==> config.mk <==
export PLATFORM = sky130hd
export DESIGN_NAME = series_trend_monitor
export DESIGN_NICKNAME = d
export VERILOG_FILES = /design/src/rtl/series_trend_monitor.sv
export SDC_FILE = /design/constraint.sdc
export NUM_CORES = 1
export LEC_CHECK = 0
export BUFFER_PORTS_ARGS = -buffer_cell sky130_fd_sc_hd__buf_2
export CAP_MARGIN = 20
export CORE_ASPECT_RATIO = 0.8
export CORE_MARGIN = 3
export CORE_UTILIZATION = 40
export CTS_BUF_LIST = sky130_fd_sc_hd__clkbuf_8
export DETAILED_ROUTE_END_ITERATION = 8
export PLACE_DENSITY = 0.72
export SYNTH_ARGS = -nofsm -noshare
export SYNTH_HDL_FRONTEND = slang
export SYNTH_SLANG_ARGS = --single-unit
==> constraint.sdc <==
create_clock -name clk -period 1.85 [get_ports clk]
set_input_delay 0.37 -clock clk [delete_from_list [all_inputs] [get_ports clk]]
set_output_delay 0.37 -clock clk [all_outputs]
set_load 0.005 [all_outputs]
==> src/rtl/series_trend_monitor.sv <==
// Classifies a flagged sample series into rising/falling runs with sticky fault capture.
// Optional peak/trough tracking is compiled in with the TREND_PEAK_EN macro.
module series_trend_monitor #(
    parameter int DATA_W     = 8,
    parameter int CNT_W      = 8,
    parameter int RUN_THRESH = 4
) (
    input  logic              clk,
    input  logic              reset,
    input  logic [DATA_W-1:0] data,
    input  logic              incr,
    input  logic              decr,
    input  logic              error,
    input  logic              clr,
    output logic [1:0]        state,
    output logic [CNT_W-1:0]  run_len,
    output logic [CNT_W-1:0]  incr_cnt,
    output logic [CNT_W-1:0]  decr_cnt,
    output logic [CNT_W-1:0]  err_cnt,
    output logic              trend_alarm,
    output logic              fault,
    output logic [DATA_W-1:0] peak,
    output logic [DATA_W-1:0] trough
);

    typedef enum logic [1:0] {
        IDLE  = 2'b00,
        RISE  = 2'b01,
        FALL  = 2'b10,
        FAULT = 2'b11
    } state_t;

    state_t             st, st_n;
    logic [CNT_W-1:0]   run_n, incr_n, decr_n, err_n;
    logic               fault_ev, accept;

    function automatic logic [CNT_W-1:0] sat_inc(input logic [CNT_W-1:0] v);
        return (v == '1) ? v : v + CNT_W'(1);
    endfunction

    assign fault_ev = error | (incr & decr);
    assign accept   = !fault_ev && (st != FAULT) && (incr | decr);
    assign state    = st;

    always_comb begin
        st_n   = st;
        run_n  = run_len;
        incr_n = incr_cnt;
        decr_n = decr_cnt;
        err_n  = err_cnt;
        if (fault_ev) begin
            st_n  = FAULT;
            run_n = '0;
            err_n = sat_inc(err_cnt);
        end else if (st == FAULT) begin
            st_n = FAULT;
        end else if (incr) begin
            st_n   = RISE;
            run_n  = (st == RISE) ? sat_inc(run_len) : CNT_W'(1);
            incr_n = sat_inc(incr_cnt);
        end else if (decr) begin
            st_n   = FALL;
            run_n  = (st == FALL) ? sat_inc(run_len) : CNT_W'(1);
            decr_n = sat_inc(decr_cnt);
        end else begin
            st_n  = IDLE;
            run_n = '0;
        end
    end

    // Alarm and fault are registered from next-state values so they align with state/run_len.
    always_ff @(posedge clk) begin
        if (reset || clr) begin
            st          <= IDLE;
            run_len     <= '0;
            incr_cnt    <= '0;
            decr_cnt    <= '0;
            err_cnt     <= '0;
            trend_alarm <= 1'b0;
            fault       <= 1'b0;
        end else begin
            st          <= st_n;
            run_len     <= run_n;
            incr_cnt    <= incr_n;
            decr_cnt    <= decr_n;
            err_cnt     <= err_n;
            trend_alarm <= ((st_n == RISE) || (st_n == FALL)) && (run_n >= CNT_W'(RUN_THRESH));
            fault       <= (st_n == FAULT);
        end
    end

`ifdef TREND_PEAK_EN
    always_ff @(posedge clk) begin
        if (reset || clr) begin
            peak   <= '0;
            trough <= '1;
        end else if (accept) begin
            if (data > peak)   peak   <= data;
            if (data < trough) trough <= data;
        end
    end
`else
    logic unused_inputs;
    assign unused_inputs = ^{data, accept};
    assign peak   = '0;
    assign trough = '1;
`endif

endmodule
After elaboration in Yosys (flattened, before gate mapping)
Index checks and enable logic that the tools add are counted.
Widths: inputs -> output; s select.
{"block": "totals", "elab_cells": 47, "inputBits": 14, "ff_bits": 36}
{"block": "classes", "reduce_logical": 6, "eq_ne": 10, "order_cmp": 1, "addsub": 4, "bitwise": 8, "muxes": 11}
{"op": "$mux 8", "count": 7}
{"op": "$add 8x1->8 const B", "count": 4}
{"op": "$eq 8x8->1 const B", "count": 4}
{"op": "$eq 2x2->1 const B", "count": 4}
{"op": "$ge 8x3->1 const B", "count": 1}
{"op": "$mux 2", "count": 4}
{"op": "$not 1->1", "count": 6}
{"op": "$reduce_and 5->1", "count": 1}
{"op": "$eq 2x1->1 const B", "count": 2}
{"op": "$reduce_and 4->1", "count": 1}
{"op": "$logic_or 1x1->1", "count": 2}
{"op": "$reduce_and 2->1", "count": 1}
{"op": "$and 1x1->1", "count": 1}
{"op": "$logic_and 1x1->1", "count": 1}
{"op": "$or 1x1->1", "count": 1}

Longest topological paths before layout
{"block": "logic_depth", "word_depth": 9, "depth_mapped": 6, "depth_no_buf": 6}

Worst setup path before layout
OpenSTA, ideal clock, no wires.
{"block": "synth_timing", "path_type": "register -> register", "startpoint": "register run_len[0]", "endpoint": "register trend_alarm", "slack_ps": 225, "synth_period_minus_slack_ps": 1625, "t_arrival_ps": 1494, "path_stages_with_launch": 7, "path_buffers": 0, "cell_sequence": "dfxtp_1 > ha_1 > a21boi_1 > o2111ai_1 > mux2i_1 > nor4_1 > a31oi_1"}
{"block": "synth_via", "elab_chain_cells": 9, "word_cells_on_any_way": 11, "cone_classes": "add/sub: 1; order compare: 1; eq/ne: 1; mux: 7; reduce/logical: 1"}
{"element": "from (decl)", "line_no": "16", "rtl": "output logic [CNT_W-1:0] run_len,"}
{"element": "from (signal assigned)", "line_no": "83", "rtl": "run_len <= run_n;"}
{"element": "$add 8x1->8 or $eq 8x8->1 (tied branches)", "line_no": "38", "rtl": "return (v == '1) ? v : v + CNT_W'(1);"}
{"element": "$mux 8", "line_no": "38"}
{"element": "$mux 8", "line_no": "63", "rtl": "run_n = (st == FALL) ? sat_inc(run_len) : CNT_W'(1);"}
{"element": "$mux 8", "line_no": "61", "rtl": "end else if (decr) begin"}
{"element": "$mux 8", "line_no": "57", "rtl": "end else if (incr) begin"}
{"element": "$mux 8 (*)", "line_no": "55", "rtl": "end else if (st == FAULT) begin"}
{"element": "$mux 8 (*)", "line_no": "51", "rtl": "if (fault_ev) begin"}
{"element": "$ge 8x3->1 (*)", "line_no": "87", "rtl": "trend_alarm <= ((st_n == RISE) || (st_n == FALL)) && (run_n >= CNT_W'(RUN_THRESH));"}
{"element": "$logic_and 1x1->1 (*)", "line_no": "87"}
{"element": "to (signal assigned)", "line_no": "87"}
{"element": "to (decl)", "line_no": "20", "rtl": "output logic trend_alarm,"}
Mark *: on every way between the ends. The rest lies on a longest branch, timed or not.
A chain may end at the register's enable or synchronous reset.

Worst setup path in the final report
{"block": "layout_timing", "startpoint": "register run_len[1]", "endpoint": "register trend_alarm"}
Same word-level chain as after synthesis.

==> flow_metrics.env <==
export IMPL_synth_cells=216
export IMPL_synth_seq_cells=36
export IMPL_wl_mm=4.01
export IMPL_instances_no_fill=321
export IMPL_yosysWarnings=0
export IMPL_avgSynthCellArea_sq_um=8.94
export IMPL_syn2layout_area_growth_pct=19.5
export IMPL_async_reset_ff_share_pct=0
export IMPL_antenna_left=0
export IMPL_die_w_um=83.7
export IMPL_synth_ff_type="dfxtp_1"
export IMPL_cts_clk_slew_worst_paths_ps=80
export IMPL_rows=21
export IMPL_antenna_cells=0
export IMPL_dp_final_hpwl_mm=2.93
export IMPL_required_ps=2020
export IMPL_start_kind="flip-flop"
export IMPL_drc_errors=0
export IMPL_grt_ovfl_total=0
export IMPL_timing_final_crit_period_ps=1690
export IMPL_dp_cells=313
export IMPL_htree_levels=2
export IMPL_ir_worst_vdd_mv=0.485
export IMPL_setup_viol=0
export IMPL_cts_buffers=5
export IMPL_portBuffers=41
export IMPL_final_nets=282
export IMPL_tns_ps=0
export IMPL_cp_top_family="compound AO/OA/AOI/OAI gates"
export IMPL_slowest_delay_ps=380
export IMPL_min_path_cells=3
export IMPL_antenna_found_initial=0
export IMPL_synth_edf_count=0
export IMPL_vias_per_cell=4.97
export IMPL_grt_pass1_wl_mm=6.54
export IMPL_synth_area_sq_mm=0.00193
export IMPL_die_height_um=68.1
export IMPL_final_period_utilization_pct=91.4
export IMPL_grt_pass1_vias=1380
export IMPL_cts_tree="done"
export IMPL_hold_path_class="primary input to flip-flop"
export IMPL_drt_iter0_drc=127
export IMPL_finalClockSkew_ps=9.19
export IMPL_drv_cap=0
export IMPL_fmax_mhz=592
export IMPL_arrival_ps=1860
export IMPL_place_ws_ps=52.9
export IMPL_crit_fanout=5
export IMPL_gp_congestion=0.791
export IMPL_final_common_cell="buf_2"
export IMPL_path_cells="ha_2, a21boi_4, o2111ai_1, mux2i_1, nor4_2, a31oi_1"
export IMPL_die_area_sq_mm=0.00570
export IMPL_hold_ws_ps=433
export IMPL_start_util_pct=43.7
export IMPL_endpoint_kind="flip-flop"
export IMPL_whs_endpoint="state[1]"
export IMPL_wl_per_cell_um=12.5
export IMPL_outcome="completed"
export IMPL_p_total_w=0.00166
export IMPL_final_hold_violation_count=0
export IMPL_power_density_mw_per_mm2=720
export IMPL_setup_slack_ps=159
export IMPL_cp_slowest_cell="dfxtp_1"
export IMPL_ys_types=45
export IMPL_p_leak_nw=0.963
export IMPL_cts_sinks=36
export IMPL_io_pins=66
export IMPL_worstSkewPairLatency_ps=290
export IMPL_root_buffer="clkbuf_8"
export IMPL_final_cell_mix="buf_2 (41), dfxtp_1 (36), nor2_1 (29), conb_1 (16), nand2_1 (14)"
export IMPL_r2r_end="trend_alarm"
export IMPL_r2r_start="run_len[1]"
export IMPL_grt_max_degree=17
export IMPL_crit_type="flip-flop to flip-flop"
export IMPL_synth_seq_area_share_pct=37.3
export IMPL_rsz0062_at_grt="false"
export IMPL_core_sq_mm=0.00441
export IMPL_holdBufCountCts=0
export IMPL_reg2regPathDepth=6
export IMPL_track_usage_pct=14.4
export IMPL_num_vias=1595
export IMPL_r2r_slack_ps=160
export IMPL_clockBufferDepth=2
export IMPL_min_from="error"
export IMPL_cp_num_buf_inv=0
export IMPL_drt_pass1_iterations=4
export IMPL_drive_gt1_share_pct=26.9
export IMPL_cp_depth=6
export IMPL_report_final_slew_viol_count=0
[metrics by stage]
stage | utilization [%] | cell area (sq um)
3_3_place_gp | 49.0 | 2160
2_1_floorplan | - | 1980
3_5_place_dp | 49.0 | 2160
6_report | 52.3 | 2310
5_1_grt | 52.3 | 2310
4_1_cts | 51.9 | 2290
[worst max path at each step]
| stage | from | end | slack, ps |
|---|---|---|---|
| after floorplan | run_len[0] | trend_alarm | 220 |
| after CTS | run_len[1] | trend_alarm | 90 |
| final | run_len[1] | trend_alarm | 160 |
| after global placement | run_len[1] | trend_alarm | 100 |
| after global routing | run_len[3] | run_len[0] | 3 |
| after detailed placement | run_len[1] | trend_alarm | 50 |
[what timing repair did]
action / CTS / global route
resized for setup: 1 / 3
setup buffers: 0 / 0
pin swaps: 0 / 0
endpoints found under the setup margin: 1 / 1
hold endpoints to repair: 0 / 0
[synth_stat cells, types with 2 or more instances]
cell type / instances / share of area [%]
xor2_1: 7 / 3.2
xnor2_1: 12 / 5.4
o21ai_0: 4 / 1.0
inv_1: 7 / 1.4
a21oi_1: 3 / 0.78
o21ai_1: 2 / 0.52
conb_1: 2 / 0.39
dfxtp_1: 36 / 37
mux2i_1: 5 / 2.6
nand2_1: 14 / 2.7
nand3_1: 9 / 2.3
and2_1: 4 / 1.3
a211oi_4: 2 / 2.1
nor3_1: 5 / 1.3
o211ai_1: 2 / 0.78
clkbuf_1: 2 / 0.39
a31oi_1: 3 / 0.97
nand4_1: 5 / 1.6
or3_1: 3 / 0.97
nor4_1: 4 / 1.3
and3_1: 5 / 1.6
nor2_1: 29 / 5.6
nor3_2: 6 / 3.1
and4_1: 4 / 1.8
buf_4: 16 / 6.2
o211ai_4: 2 / 2.2
ha_1: 5 / 3.2
[sequential cells by signal, summed over array words and instances (netlist names)]
register	cells
state	2
run_len	8
incr_cnt	8
err_cnt	8
decr_cnt	8
fault	1
trend_alarm	1
[area by class of cell]
type	count	area, sq um
well taps	57	71.3
flip-flops and latches	36	721
clock buffers	7	96.3
multi-input cells	167	1120
inverters	7	26.3
clock inverters	1	30.0
fillers	438	2110
repair buffers	46	243
[metal layers]
layer / up-vias / global-route usage (%) / wire length [um]
met4: 0 / 5.42 / 54
li1: 816 / - / -
met1: 728 / 19.6 / 1990
met3: 7 / 4.21 / 252
met2: 44 / 21.6 / 1720
met5: - / 0 / 0
[cells by family after synthesis]
group	share of synthesized area, %
flops	37.3
simple gates	24.8
fa+ha+maj	3.24
compound gates	14.6
buf+inv	8.43
xor+xnor	8.62
mux	2.59
other cells	0.389
[worst min-delay path, stage by stage]
cell      delay (ps)
buf_2            160
a211oi_4          70
nor2_1            90
[power by group]
part	total (W)	switching, W	internal, W
Combinational	0.000106	0.0000673	0.0000383
Sequential	0.000794	0.0000119	0.000782
Clock	0.000761	0.000285	0.000476
No activity file was read; power rests on OpenSTA's default activity.
